$ cat config.mk
export PLATFORM = sky130hd
export DESIGN_NAME = mesi_bus_arbiter
export DESIGN_NICKNAME = d
export VERILOG_FILES = /design/src/rtl/mesi_pkg.sv /design/src/rtl/mesi_bus_arbiter_rr.sv /design/src/rtl/mesi_bus_arbiter.sv
export SDC_FILE = /design/constraint.sdc
export NUM_CORES = 1
export LEC_CHECK = 0
export BUFFER_PORTS_ARGS = -buffer_cell sky130_fd_sc_hd__buf_2
export CELL_PAD_IN_SITES_DETAIL_PLACEMENT = 1
export CELL_PAD_IN_SITES_GLOBAL_PLACEMENT = 1
export CORE_AREA = 2 2 113 115
export DETAILED_ROUTE_END_ITERATION = 10
export DIE_AREA = 0 0 115 117
export PLACE_DENSITY_LB_ADDON = 0.1
export SYNTH_ARGS = -nofsm -noshare
export SYNTH_HDL_FRONTEND = slang
export SYNTH_SLANG_ARGS = --single-unit
$ cat constraint.sdc
create_clock -name clk -period 8.8 [get_ports clk]
set_input_delay 1.32 -clock clk [delete_from_list [all_inputs] [get_ports clk]]
set_output_delay 1.32 -clock clk [all_outputs]
set_load 0.01 [all_outputs]
$ cat src/rtl/mesi_pkg.sv
// ---------------------------------------------------------------------------
// mesi_pkg
// Shared encodings for the MESI snooping bus arbiter slice.
//   bus_op_t        : 2-bit bus operation carried on req_op / bus_op
//   snoop_result_t  : 2-bit combined snoop result returned with done
//   arb_state_t     : arbiter transaction states
//   SNOOP_CNT_W     : width of the snoop-phase cycle counter (covers 1..15)
// ---------------------------------------------------------------------------
package mesi_pkg;

  // Bus operations requested by a cache and broadcast on the snoop bus.
  typedef enum logic [1:0] {
    OP_READ       = 2'b00,
    OP_RWITM      = 2'b01,
    OP_INVALIDATE = 2'b10,
    OP_WRITEBACK  = 2'b11
  } bus_op_t;

  // Combined snoop outcome reported to the requesting cache.
  typedef enum logic [1:0] {
    RES_NOHIT = 2'b00,
    RES_HIT   = 2'b01,
    RES_HITM  = 2'b10
  } snoop_result_t;

  // One transaction walks IDLE -> ADDR -> (SNOOP -> (WB) ->) DONE -> IDLE.
  typedef enum logic [2:0] {
    ST_IDLE  = 3'd0,
    ST_ADDR  = 3'd1,
    ST_SNOOP = 3'd2,
    ST_WB    = 3'd3,
    ST_DONE  = 3'd4
  } arb_state_t;

  // Snoop latency is at most 15 cycles, so a 4-bit counter is enough.
  localparam int SNOOP_CNT_W = 4;

endpackage

$ cat src/rtl/mesi_bus_arbiter_rr.sv
// ---------------------------------------------------------------------------
// rr_arbiter
// Purely combinational round-robin selector. The search starts at index
// ptr and wraps around, so requesters at or above ptr win before lower ones.
// Ports:
//   req   in  N_REQ  request vector
//   ptr   in  IDX_W  index with highest priority this round
//   gnt   out N_REQ  one-hot grant (all zero when nothing requests)
//   idx   out IDX_W  binary index of the granted requester
//   valid out 1      at least one request present
// ---------------------------------------------------------------------------
module rr_arbiter
  import mesi_pkg::*;
#(
  parameter int N_REQ = 4,
  parameter int IDX_W = 2
) (
  input  logic [N_REQ-1:0] req,
  input  logic [IDX_W-1:0] ptr,
  output logic [N_REQ-1:0] gnt,
  output logic [IDX_W-1:0] idx,
  output logic             valid
);

  logic [IDX_W-1:0] cand;

  // Walk the requesters in rotated order (ptr, ptr+1, ... wrapping) and keep
  // the first one that is requesting; later candidates are ignored once a
  // winner has been found.
  always_comb begin
    gnt   = '0;
    idx   = '0;
    valid = 1'b0;
    cand  = '0;
    for (int i = 0; i < N_REQ; i++) begin
      cand = IDX_W'((int'(ptr) + i) % N_REQ);
      if (!valid && req[cand]) begin
        valid     = 1'b1;
        gnt[cand] = 1'b1;
        idx       = cand;
      end
    end
  end

endmodule

$ cat src/rtl/mesi_bus_arbiter.sv
// ---------------------------------------------------------------------------
// mesi_bus_arbiter
// Single-transaction snooping bus arbiter for a MESI cache cluster. Picks a
// requesting cache round-robin, broadcasts its op/address for one cycle,
// waits SNOOP_LAT cycles, samples the other caches' snoop responses, pulls a
// writeback from a Modified owner if needed, then pulses done with the
// combined snoop result. All outputs are registered.
// Ports:
//   clk, reset       clock, asynchronous active-high reset
//   req/req_op/req_addr   per-cache request, op (2b each), line address
//   gnt              one-hot grant, held from address phase through done
//   done, result     one-cycle completion pulse and snoop result with it
//   bus_valid/op/addr/src broadcast snoop bus, zero when not valid
//   snoop_hit/hitm   per-cache snoop responses
//   wb_req, wb_done  writeback handshake with the owning cache
//   err              one-cycle pulse on inconsistent snoop responses
// ---------------------------------------------------------------------------
module mesi_bus_arbiter
  import mesi_pkg::*;
#(
  parameter int N_REQ     = 4,
  parameter int ADDR_W    = 32,
  parameter int SNOOP_LAT = 2,
  localparam int IDX_W    = (N_REQ > 1) ? $clog2(N_REQ) : 1
) (
  input  logic                      clk,
  input  logic                      reset,
  input  logic [N_REQ-1:0]          req,
  input  logic [2*N_REQ-1:0]        req_op,
  input  logic [ADDR_W*N_REQ-1:0]   req_addr,
  output logic [N_REQ-1:0]          gnt,
  output logic [N_REQ-1:0]          done,
  output logic [1:0]                result,
  output logic                      bus_valid,
  output logic [1:0]                bus_op,
  output logic [ADDR_W-1:0]         bus_addr,
  output logic [IDX_W-1:0]          bus_src,
  input  logic [N_REQ-1:0]          snoop_hit,
  input  logic [N_REQ-1:0]          snoop_hitm,
  output logic [N_REQ-1:0]          wb_req,
  input  logic [N_REQ-1:0]          wb_done,
  output logic                      err
);

  localparam logic [SNOOP_CNT_W-1:0] LAST_CNT = SNOOP_CNT_W'(SNOOP_LAT - 1);

  arb_state_t               state;
  logic [IDX_W-1:0]         ptr;
  logic [SNOOP_CNT_W-1:0]   snoop_cnt;
  logic [N_REQ-1:0]         win_oh;
  bus_op_t                  win_op;

  logic [N_REQ-1:0]         arb_gnt;
  logic [IDX_W-1:0]         arb_idx;
  logic                     arb_valid;
  logic [IDX_W-1:0]         ptr_next;
  logic [1:0]               sel_op;
  logic [ADDR_W-1:0]        sel_addr;

  logic [N_REQ-1:0]         hit_m;
  logic [N_REQ-1:0]         hitm_m;
  logic [N_REQ-1:0]         owner_oh;
  logic                     multi_hitm;
  logic                     proto_err;

  rr_arbiter #(
    .N_REQ (N_REQ),
    .IDX_W (IDX_W)
  ) u_rr (
    .req   (req),
    .ptr   (ptr),
    .gnt   (arb_gnt),
    .idx   (arb_idx),
    .valid (arb_valid)
  );

  // Pointer moves just past the winner so it gets lowest priority next time.
  assign ptr_next = (arb_idx == IDX_W'(N_REQ - 1)) ? '0 : arb_idx + IDX_W'(1);

  // Pull the winner's op and address out of the packed request buses using
  // the one-hot grant, which keeps every slice at a constant offset.
  always_comb begin
    sel_op   = '0;
    sel_addr = '0;
    for (int i = 0; i < N_REQ; i++) begin
      if (arb_gnt[i]) begin
        sel_op   = req_op[2*i +: 2];
        sel_addr = req_addr[ADDR_W*i +: ADDR_W];
      end
    end
  end

  // The requester's own snoop response is meaningless, so it is masked off.
  // owner_oh isolates the lowest set hitm bit (x & -x); multi_hitm is set
  // when clearing that lowest bit still leaves another hitm behind.
  assign hit_m      = snoop_hit  & ~win_oh;
  assign hitm_m     = snoop_hitm & ~win_oh;
  assign owner_oh   = hitm_m & (~hitm_m + N_REQ'(1));
  assign multi_hitm = (hitm_m & (hitm_m - N_REQ'(1))) != '0;
  assign proto_err  = multi_hitm || ((hitm_m != '0) && (hit_m != '0));

  // Transaction FSM. Every output is a register updated on the transition
  // into the state where it must be visible, so a grant taken in IDLE shows
  // up on the bus in the ADDR cycle, and done/result appear in DONE. The
  // request inputs are only looked at in IDLE, so the in-flight transaction
  // is immune to requesters dropping or changing their request.
  always_ff @(posedge clk or posedge reset) begin
    if (reset) begin
      state     <= ST_IDLE;
      ptr       <= '0;
      snoop_cnt <= '0;
      win_oh    <= '0;
      win_op    <= OP_READ;
      gnt       <= '0;
      done      <= '0;
      result    <= RES_NOHIT;
      bus_valid <= 1'b0;
      bus_op    <= '0;
      bus_addr  <= '0;
      bus_src   <= '0;
      wb_req    <= '0;
      err       <= 1'b0;
    end else begin
      err <= 1'b0;
      unique case (state)
        ST_IDLE: begin
          if (arb_valid) begin
            state     <= ST_ADDR;
            ptr       <= ptr_next;
            win_oh    <= arb_gnt;
            win_op    <= bus_op_t'(sel_op);
            gnt       <= arb_gnt;
            bus_valid <= 1'b1;
            bus_op    <= sel_op;
            bus_addr  <= sel_addr;
            bus_src   <= arb_idx;
          end
        end

        ST_ADDR: begin
          bus_valid <= 1'b0;
          bus_op    <= '0;
          bus_addr  <= '0;
          bus_src   <= '0;
          if (win_op == OP_WRITEBACK) begin
            // A writeback of our own line needs no snoop round.
            state  <= ST_DONE;
            done   <= win_oh;
            result <= RES_NOHIT;
          end else begin
            state     <= ST_SNOOP;
            snoop_cnt <= '0;
          end
        end

        ST_SNOOP: begin
          if (snoop_cnt == LAST_CNT) begin
            snoop_cnt <= '0;
            err       <= proto_err;
            if (hitm_m != '0) begin
              state  <= ST_WB;
              wb_req <= owner_oh;
            end else begin
              state  <= ST_DONE;
              done   <= win_oh;
              result <= (hit_m != '0) ? RES_HIT : RES_NOHIT;
            end
          end else begin
            snoop_cnt <= snoop_cnt + SNOOP_CNT_W'(1);
          end
        end

        ST_WB: begin
          // Only the owner we asked may finish the writeback.
          if ((wb_done & wb_req) != '0) begin
            wb_req <= '0;
            state  <= ST_DONE;
            done   <= win_oh;
            result <= RES_HITM;
          end
        end

        ST_DONE: begin
          done   <= '0;
          result <= RES_NOHIT;
          gnt    <= '0;
          state  <= ST_IDLE;
        end

        default: begin
          state <= ST_IDLE;
        end
      endcase
    end
  end

endmodule

# Word level (Yosys, flattened, before mapping)
# Cells that the tools add are included.
word_totals:
  ff_bits: 67
  elab_cells: 155
  out_inout_bits: 52
  inputBits: 154
op_classes:
  mux: 73
  n_bitwise: 10
  n_reduce_logical: 29
  order_cmp: 8
  eq_ne: 14
  addsub: 7
op_table:
  columns: ["operator", "count"]
  rows:
  - ["$mux W32", 5]
  - ["$pmux W32 S2", 1]
  - ["$mux W4", 14]
  - ["$mux W2", 15]
  - ["$pmux W4 S2", 3]
  - ["$and A4 B4 Y4", 5]
  - ["$reduce_bool A4 Y1", 5]
  - ["$mux W1", 16]
  - ["$pmux W4 S4", 1]
  - ["$mux W3", 5]
  - ["$ne A2 B2 Y1 const B", 7]
  - ["$lt A2 B3 Y1 const B", 4]
  - ["$or A4 B4 Y4", 3]
  - ["$pmux W3 S4", 1]
  - ["$add A4 B1 Y4 const B", 2]
  - ["$bmux W1 S2", 4]
  - ["$demux W1 S2", 4]
  - ["$ge A2 B1 Y1 const B", 4]
  - ["$logic_and A1 B1 Y1", 8]
  - ["$not A4 Y4", 2]
  - ["$pmux W2 S2", 2]
  - ["$pmux W2 S4", 1]
  - ["$reduce_and A2 Y1", 4]
  - ["$reduce_bool A2 Y1", 4]
  - ["other kinds (15)", 21]

# Logic depth before layout (Yosys ltp)
# Gate-level depths: netlist (run 1).
depth:
  ltp_word: 18
  mapped_depth: 13
  mapped_depth_nobuf: 8

# Hierarchy
# A second synthesis (run 1) with hierarchy kept.
hier_totals:
  cells_unflattened: 408
  hier_area_um2: 4048.9
modules_own_cells:
  columns: ["module", "n_inst", "seq_area_each_um2", "cells_per_inst", "area_each_um2"]
  rows:
  - ["mesi_bus_arbiter", 1, 1676.6, 363, 3629.7]
  - ["rr_arbiter", 1, 0.0, 45, 419.2]

# Worst setup path after synthesis (run 1)
# Ideal clock, no wire load.
synth_path:
  path_kind: "input-to-reg"
  from: "in req[2]"
  to: "reg bus_addr[10]"
  path_slack_ns: 5.531
  setup_ns: 0.092
  cell_stages: 9
  t_arrival_ns: 3.177
  required_time_ns: 8.708
  path_buffers: 3
  path_cell_list: "mux4_2 buf_6 and2_1 o21ai_1 nand4_1 or2_1 buf_2 buf_2 o31ai_2"
synth_via:
  elab_chain_len: 18
  word_cells_on_any_way: 33
  classes_between: "eq/ne (1); mux (22); bitwise (3); reduce/logical (7)"
synth_lines:
  columns: ["element", "line_no", "rtl"]
  rows:
  - ["from (decl)", "mesi_bus_arbiter.sv:28", "input logic [N_REQ-1:0] req,"]
  - ["$bmux W1 S2", "mesi_bus_arbiter_rr.sv:37", "if (!valid && req[cand]) begin"]
  - ["$mux W1 (implied by the code)", "mesi_bus_arbiter_rr.sv:37", null]
  - ["$mux W1", "mesi_bus_arbiter_rr.sv:37", null]
  - ["$logic_not A1 Y1", "mesi_bus_arbiter_rr.sv:37", null]
  - ["$logic_and A1 B1 Y1", "mesi_bus_arbiter_rr.sv:37", null]
  - ["$mux W1", "mesi_bus_arbiter_rr.sv:37", null]
  - ["$logic_not A1 Y1", "mesi_bus_arbiter_rr.sv:37", null]
  - ["$logic_and A1 B1 Y1", "mesi_bus_arbiter_rr.sv:37", null]
  - ["$mux W1", "mesi_bus_arbiter_rr.sv:37", null]
  - ["$logic_not A1 Y1", "mesi_bus_arbiter_rr.sv:37", null]
  - ["$logic_and A1 B1 Y1", "mesi_bus_arbiter_rr.sv:37", null]
  - ["$mux W4", "mesi_bus_arbiter_rr.sv:37", null]
  - ["$mux W32 (4 in series)", "mesi_bus_arbiter.sv:86", "if (arb_gnt[i]) begin"]
  - ["$mux W32", "mesi_bus_arbiter.sv:127", "if (arb_valid) begin"]
  - ["$pmux W32 S2", "mesi_bus_arbiter.sv:125", "unique case (state)"]
  - ["to (signal assigned)", "mesi_bus_arbiter.sv:135", "bus_addr <= sel_addr;"]
  - ["to (decl)", "mesi_bus_arbiter.sv:36", "output logic [ADDR_W-1:0] bus_addr,"]
# Parallel ways exist; a longest one is shown, timed or not. The select of a mux whose other input is x is not followed.
# A chain may end at the register's enable or synchronous reset.

==> out/metrics.csv, run 1 <==
metric;value;unit
fin_cells;777;
ant_nets;0;
fin_skew;0.008280;ns
crit_required;9.03;ns
finalWirelength;16010;um
clock.fmax;0.2301;GHz
setup_tns;0;ns
ctsHoldBuffers;0;
coreArea;12310;um^2
synth_top_flop_cell;dfrtp_1;
max_slew_margin;0.1815;
vias;4424;
yosys.area.top_type;dfrtp_1;
cell_internal_pwr;1.279;mW
gr-max-usage-layer;met2;
p_leak;2.780;nW
synth_nets;600;
gr-total-overflow;0;
synth_common_cells;dfrtp_1, nor2_1, a22oi_1;
avgSynthCellArea;10.44;um^2
finalSetupViolations;0;
cp_max_fo;35;
power;2.469;mW
insertion_delay;0.34;ns
powerDensity;417.6;nW/um^2
ys_seq_area_frac;0.3674;
critical_path_arrival;4.57;ns
clk_pin_slew;0.06;ns
htreeDepth;3;
antenna_found_initial;2;
outcome;complete, no violations;
grt_first_pass_wirelength;25140;um
ir_drop;0.1619;mV
synth-async-reset-ratio;1.000;
p_comb_frac;0.623;
critPathCaptureType;flop;
stdcell_area;5913;um^2
grt_start_max_net_pins;68;
wire_per_inst;20.60;um
synthesis.area;4563;um^2
grt_use_met1;0.2865;
synth.top_cell.area_share;0.3674;
cts.repair.resized;0;
layout-drive-gt1-share;0.5008;
fin_util;0.4803;
min_path_type;reg2reg;
area_growth;29.59;%
start_kind;flop;
cap_violations;0;
place_congestion;0.7939;
num_io_pins;206;
clockPowerShare;0.155;
tightest_slew;1.224;ns
use_met2;0.4373;
cts_buffers;9;
nets;783;
setup_slack;4.454;ns
ys_types;60;
clock-sinks;67;
rsz0062_at_grt;no;
dp_slack;4.409;ns
firstDrtPassIters;4;
syn_inst;437;
drc;0;
viasPerCell;5.694;
synth_seq_cells;67;
clock-root-buffer;clkbuf_16;
synthTopCellsByArea;dfrtp_1, a221oi_2, o31ai_2;
setup.worst_path.class;reg2reg;
slew_viol_final;0;
dp.final_hpwl;11550;um
yosysWarnings;0;
grt_pass1_vias;4816;
dp.cells;759;
whs;0.4766;ns
switching_share;0.4822;
postCtsSetupRepairBufs;0;
final-hold-violation-count;0;
dieHeight;117;um
cts_tree;built;
p_sw;1.190;mW
io_buffer_count;205;
fin_crit_sh;0.4938;
die-area;13460;um^2
die_w;115;um
num_rows;41;
fin_crit;4.346;ns
cts_buffer_depth;2;
gr-usage-all-layers;0.2438;
synth_edf_count;0;
dpl-instance-area;5599;um^2
met3_usage;0.05716;
yosysMostFrequentCell;dfrtp_1;
drtIter0Drc;185;
initial_core_util;0.3706;
seqPwrFrac;0.222;
[flip-flops by register name, summed over array words and instances, names as in the netlist, named ones only]
name,flops
bus_addr,32
bus_op,2
bus_src,2
bus_valid,1
done,4
err,1
gnt,4
ptr,1
result,2
snoop_cnt,4
state,3
wb_req,4
win_oh,4
win_op,2
[worst max-delay path: stages, from the launching register on]
cell	delay, ns
dfrtp_1	0.74
inv_1	0.32
ha_1	0.52
or3b_1	0.44
a2111oi_4	0.43
o21a_1	0.24
or2_2	0.88
a221oi_1	0.27
o311ai_1	0.37
[cells in the final DEF, fill, tap and decap left out, types with 3 or more instances in the layout]
cell type and instances:
buf_2 205, dfrtp_1 67, nor2_1 51, a22oi_1 34, a221oi_2 31, o31ai_2 30, nand2_1 27, a21oi_1 16
o21ai_0 11, inv_1 9, ha_1 9, clkbuf_16 9, mux2_2 7, nor2b_1 7, and2_1 6, nand4_1 6
a221oi_1 5, nand3_1 5, nand2b_1 5, mux2i_1 4, o21ai_1 4, nor3b_1 4, o311ai_1 4, a21bo_2 4
buf_4 4, or3_1 3, mux4_2 3, nor3_1 3, or2_2 3, o31ai_1 3, a22o_1 3, clkinvlp_4 3
[power groups by stage]
stage | Sequential, mW | Combinational [mW] | Clock, mW
floorplan | 0.543 | 1.21 | 0
global placement | 0.544 | 1.51 | 0
detailed placement | 0.550 | 1.55 | 0
CTS | 0.548 | 1.56 | 0.389
global route | 0.567 | 1.69 | 0.398
finish | 0.547 | 1.54 | 0.383
[metal layers]
metal | vias to the layer above | share of wire
met5 | - | 0
met4 | 0 | 0.017
met3 | 18 | 0.063
met2 | 141 | 0.52
met1 | 2207 | 0.40
li1 | 2058 | -
[layout make-up]
type                            count  area (um^2)
Antenna cell                        2        5.005
Clock buffer                       10        239.0
Clock inverter                      6        70.07
Fill cell                        1457         6399
Inverter                           10        37.54
Multi-Input combinational cell    323         2641
Sequential cell                    67         1677
Tap cell                          150        187.7
Timing Repair Buffer              209         1056
[cells by family after synthesis]
logic type / count (synthesis) / share of synthesized area
buf+inv: 47 / 0.05731
fa+ha+maj: 11 / 0.02907
flops: 67 / 0.3674
compound gates: 168 / 0.3683
mux: 14 / 0.04086
simple gates: 128 / 0.1333
xor+xnor: 2 / 0.003839
[worst paths after layout]
path	startpoint	end	slack [ns]	depth (start not counted)
setup / recovery	flop	win_op[0]	4.45	8
hold / removal	snoop_cnt[3]	snoop_cnt[3]	0.48	1
setup reg to reg	flop	win_op[0]	4.45	8
min in group asynchronous	reset	bus_addr[19]	1.21	3
max in group asynchronous	reset	snoop_cnt[3]	6.94	3
hold reg to reg	snoop_cnt[3]	snoop_cnt[3]	0.48	1
Power figures use the tool's default switching activity.
==> run 2, diff against run 1 <==
--- a/config.mk
+++ b/config.mk
@@ -8,9 +8,9 @@
 export BUFFER_PORTS_ARGS = -buffer_cell sky130_fd_sc_hd__buf_2
 export CELL_PAD_IN_SITES_DETAIL_PLACEMENT = 1
 export CELL_PAD_IN_SITES_GLOBAL_PLACEMENT = 1
-export CORE_AREA = 2 2 113 115
+export CORE_AREA = 2 2 123 125
 export DETAILED_ROUTE_END_ITERATION = 10
-export DIE_AREA = 0 0 115 117
+export DIE_AREA = 0 0 125 127
 export PLACE_DENSITY_LB_ADDON = 0.1
 export SYNTH_ARGS = -nofsm -noshare
 export SYNTH_HDL_FRONTEND = slang
==> constraint.sdc (replaced) <==
create_clock -name clk -period 3.67 [get_ports clk]
set_input_delay 0.5505 -clock clk [delete_from_list [all_inputs] [get_ports clk]]
set_output_delay 0.5505 -clock clk [all_outputs]
set_load 0.01 [all_outputs]
==> run 2 against run 1 <==
Critical path depth increased by 1. Sequential share of layout area shrank 0.95 points. Sequential power grew 130%. Die area grew 18%. Core utilization down 5.6 points. Flip-flop and latch count did not move. Critical endpoint is now bus_addr[14].
==> out/metrics.csv, run 2 (same netlist as run 1, synthesis figures left out) <==
metric;value;unit
outcome;complete, no violations;
clk_pin_slew;0.06;ns
insertion_delay;0.33;ns
p_leak;2.864;nW
cell_internal_pwr;3.321;mW
dieHeight;127;um
stdcell_area;6118;um^2
start_kind;flop;
wire_per_inst;20.37;um
finalSetupViolations;0;
clockPowerShare;0.159;
fin_cells;819;
drtIter0Drc;177;
multiInputGateArea;2649;um^2
crit_end;bus_addr[14];
num_io_pins;206;
gr-usage-all-layers;0.2094;
cts_buffers;9;
regMostFlops;bus_addr;
die-area;15880;um^2
layout_commonest_cell;buf_2;
finalWirelength;16680;um
layout_common_cells;buf_2, dfrtp_1, nor2_1, a22oi_1, a221oi_2;
cp_max_fo;10;
clock-root-buffer;clkbuf_16;
dpl-instance-area;5779;um^2
num_rows;44;
power;6.206;mW
p_sw;2.885;mW
viasPerCell;5.432;
ff2ff_path_depth;9;
firstDrtPassIters;4;
powerDensity;1014;nW/um^2
tightest_slew;0.8887;ns
io_buffer_count;205;
crit_start;ptr[1];
postCtsSetupRepairBufs;0;
r2r-start;ptr[1];
clock-sinks;67;
final-hold-violation-count;0;
regArea;1677;um^2
seqPwrFrac;0.205;
ant_nets;0;
whs;0.4608;ns
ir_drop;0.4417;mV
layout-drive-gt1-share;0.5079;
place_congestion;0.7868;
coreArea;14420;um^2
reg2reg_to;bus_addr[14];
grt_start_max_net_pins;68;
setup_tns;0;ns
initial_core_util;0.3164;
gr-total-overflow;0;
fin_crit;3.209;ns
max_slew_margin;0.4075;
dp.cells;802;
largest_reg_flops;32;
switching_share;0.4648;
cap_violations;0;
fin_skew;0.006177;ns
dp.final_hpwl;12440;um
setup.worst_path.class;reg2reg;
crit_required;3.91;ns
rsz0062_at_grt;no;
grt_pass1_vias;4919;
antenna_found_initial;2;
nets;792;
grt_first_pass_wirelength;26330;um
ctsHoldBuffers;0;
rrSetupSlack;0.46;ns
cts_buffer_depth;2;
nFillCells;1712;
htreeDepth;3;
die_w;125;um
area_growth;34.08;%
clock.fmax;0.3117;GHz
min_path_type;in2reg;
vias;4449;
critical_path_arrival;3.45;ns
drc;0;
cts.repair.resized;0;
critPathCaptureType;flop;
p_comb_frac;0.636;
fin_crit_sh;0.8743;
slew_viol_final;0;
cts_tree;built;
[run 2: worst min path at each step]
stage	depth (start not counted)	from	slack [ns]	end
3_5_place_dp	1	done[2]	0.47	done[2]
4_1_cts	3	req_addr[123]	0.45	bus_addr[27]
3_3_place_gp	1	snoop_cnt[3]	0.47	snoop_cnt[3]
2_1_floorplan	1	snoop_cnt[3]	0.45	snoop_cnt[3]
6_report	3	req_addr[123]	0.46	bus_addr[27]
5_1_grt	3	req_addr[105]	0.47	bus_addr[9]
[run 2: final cells by class]
cell class,instances,share of cell area
multi-input combinational,323,0.4329
sequential,67,0.2740
timing repair buffer,218,0.1939
clock buffer,11,0.04131
tap,184,0.03763
clock inverter,5,0.01370
inverter,10,0.006135
antenna,1,0.0004090
[run 2: worst max-delay path: stages (launching register included)]
cell and delay, ns:
dfrtp_1 0.38, inv_1 0.11, ha_1 0.36, or3b_1 0.44, a2111oi_4 0.47, o21ai_1 0.20
a211oi_4 0.50, buf_4 0.32, a221oi_2 0.09, o31ai_2 0.23
[run 2: layer usage]
layer  track usage  vias up  wire length [um]
li1              -     2081                 -
met1        0.2503     2185              6714
met2        0.3708      157              8505
met3       0.05486       26              1174
met4       0.06340        0               284
met5             0        -                 0
[run 2: power by group through the flow]
stage	clock (mW)	combinational [mW]	sequential, mW
after floorplan	0	2.91	1.30
after CTS	1.00	4.00	1.28
after global routing	1.04	4.32	1.32
after global placement	0	3.92	1.28
after detailed placement	0	3.99	1.28
final	0.986	3.95	1.27
[run 2: stage by stage]
step | setup slack [ns] | util
detailed placement | 0.4499 | 0.4007
global route | 0.2204 | 0.4242
floorplan | 0.4689 | -
CTS | 0.4147 | 0.4240
finish | 0.4614 | 0.4242
global placement | 0.5573 | 0.4007
==> run 3, diff against run 2 <==
--- a/config.mk
+++ b/config.mk
@@ -5,12 +5,13 @@
 export SDC_FILE = /design/constraint.sdc
 export NUM_CORES = 1
 export LEC_CHECK = 0
+export ABC_AREA = 1
 export BUFFER_PORTS_ARGS = -buffer_cell sky130_fd_sc_hd__buf_2
 export CELL_PAD_IN_SITES_DETAIL_PLACEMENT = 1
 export CELL_PAD_IN_SITES_GLOBAL_PLACEMENT = 1
-export CORE_AREA = 2 2 123 125
+export CORE_AREA = 2 2 126 128
 export DETAILED_ROUTE_END_ITERATION = 10
-export DIE_AREA = 0 0 125 127
+export DIE_AREA = 0 0 128 130
 export PLACE_DENSITY_LB_ADDON = 0.1
 export SYNTH_ARGS = -nofsm -noshare
 export SYNTH_HDL_FRONTEND = slang
==> run 3 against run 2 <==
Core utilization fell by 5.0 points. Total power decreased by 70%. Critical path type unchanged. Largest power group is now the clock network. Sequential share of layout area is 1.7 points higher. Largest cell class unchanged. Critical endpoint is now bus_addr[15]. Final area fell by 5.8%. Highest routed layer unchanged.
==> out/metrics.csv, run 3 <==
metric;value;unit
htreeDepth;3;
layout-drive-gt1-share;0.3045;
fin_crit_sh;0.8352;
yosys.area_share.simple;0.3417;
gr-total-overflow;0;
crit_required;3.89;ns
synth_top_flop_cell;dfrtp_1;
clock.fmax;0.3262;GHz
cts_buffers;9;
yosysWarnings;0;
final-hold-violation-count;0;
synth_common_cells;nand2_1, nand3_1, a21oi_1;
io_buffer_count;205;
nets;979;
cts_buffer_depth;2;
powerDensity;318.5;nW/um^2
ctsHoldBuffers;0;
synth_seq_cells;67;
n_antenna_cell;0;
grt_first_pass_wirelength;25840;um
fin_skew;0.009221;ns
synth_fa_ha_area_frac;0.02582;
min_from;req_addr[123];
layout_common_cells;nand2_1, buf_2, nand3_1, a21oi_1, dfrtp_1;
rsz0062_at_grt;no;
outcome;complete, no violations;
viasPerCell;4.844;
coreArea;15420;um^2
synth_compound_area_frac;0.1365;
place_congestion;0.7988;
synth_nets;785;
max_slew_margin;0.3496;
largest_reg_flops;32;
drc;0;
yosysMostFrequentCell;nand2_1;
synthesis.area;4362;um^2
setup_tns;0;ns
critical_path_arrival;3.28;ns
vias;4907;
synth_top_family_by_area;simple AND/OR/NAND/NOR gates;
grt_pass1_vias;5069;
synth-async-reset-ratio;1.000;
firstDrtPassIters;4;
ys_seq_area_frac;0.3844;
wire_per_inst;16.23;um
p_sw;0.4627;mW
syn_inst;622;
postCtsSetupRepairBufs;0;
fin_crit;3.065;ns
dieHeight;130;um
slew_viol_final;0;
die-area;16640;um^2
seqPwrFrac;0.402;
synth_mux_area_frac;0;
cts_tree;built;
ant_nets;0;
clock-root-buffer;clkbuf_16;
tightest_slew;0.9742;ns
switching_share;0.2520;
critPathCaptureType;flop;
avgSynthCellArea;7.012;um^2
start_kind;flop;
yosys.area.top_type;dfrtp_1;
clock-sinks;67;
holdPathStages;3;
cp_max_fo;35;
power;1.836;mW
synth.top_cell.area_share;0.3844;
clockPowerShare;0.483;
area_growth;32.16;%
gr-usage-all-layers;0.1975;
num_io_pins;206;
insertion_delay;0.34;ns
p_comb_frac;0.115;
p_leak;3.437;nW
cts.repair.resized;0;
die_w;128;um
finalSetupViolations;0;
drtIter0Drc;188;
antenna_found_initial;0;
layout_commonest_cell;nand2_1;
min_path_type;in2reg;
clk_pin_slew;0.06;ns
ir_drop;0.1631;mV
synth_edf_count;0;
dp.final_hpwl;12380;um
finalWirelength;16440;um
synth_xor_area_frac;0.006024;
cell_internal_pwr;1.373;mW
grt_start_max_net_pins;41;
setup.worst_path.class;reg2reg;
min_to;bus_addr[27];
initial_core_util;0.2828;
rrSetupSlack;0.60;ns
regMostFlops;bus_addr;
num_rows;46;
synthTopCellsByArea;dfrtp_1, nand2_1, nand3_1;
cap_violations;0;
ff2ff_path_depth;12;
reg2reg_to;bus_addr[15];
ys_types;36;
[run 3: logic make-up (layout without fill, tap and decap cells)]
group / after synthesis / count (layout)
adder cells (fa/ha/maj): 9 / 9
AND/OR/NAND/NOR: 341 / 341
buffers and inverters: 93 / 292
AO/OA/AOI/OAI: 109 / 109
XOR/XNOR: 3 / 3
flip-flops: 67 / 67
[run 3: power groups by stage]
stage                     clock (mW)  sequential [mW]  combinational, mW
after detailed placement           0            0.752              0.213
final                          0.886            0.739              0.211
after CTS                      0.915            0.739              0.214
after global placement             0            0.752              0.211
after floorplan                    0            0.752              0.100
after global routing           0.946            0.738              0.238
[run 3: metrics by stage]
stage,area (um^2),worst slack [ns],instances,hold WS [ns],util
after floorplan,4362,1.436,622,0.4489,-
after global placement,5461,0.7223,997,0.4675,0.3541
after detailed placement,5461,0.5513,997,0.4766,0.3541
after CTS,5764,0.5337,1013,0.4205,0.3737
after global routing,5764,0.2431,1013,0.4288,0.3737
final,5764,0.6049,1013,0.4224,0.3737
[run 3: routing by layer]
layer / global-route usage / wire length [um] / up-vias
li1: - / - / 2411
met1: 0.2394 / 7056 / 2335
met2: 0.3548 / 8275 / 137
met3: 0.04223 / 779 / 24
met4: 0.05624 / 332 / 0
met5: 0 / 0 / -
[run 3: cell type report]
type,count,area (um^2)
Inverter,65,249.0
Timing Repair Buffer,211,1071
Sequential cell,67,1677
Clock buffer,10,239.0
Clock inverter,6,63.81
Tap cell,192,240.2
Multi-Input combinational cell,462,2225
Fill cell,2002,9661
[run 3: how the worst max path moves through the flow]
stage	end	slack [ns]
final	bus_addr[15]	0.60
after global routing	bus_addr[1]	0.24
after global placement	bus_op[0]	0.72
after floorplan	asynchronous set/reset pin	1.44
after detailed placement	bus_addr[15]	0.55
after CTS	bus_addr[15]	0.53
[run 3: critical path, cell delays in order (launching register included)]
cell      delay (ns)
dfrtp_1         0.62
inv_4           0.10
ha_1            0.37
inv_1           0.12
nand3_1         0.09
nand2_1         0.13
nor2_4          0.08
a21boi_1        0.18
nand3_2         0.67
nand3_1         0.35
nand2_1         0.09
nand2_1         0.07
nand3_1         0.06
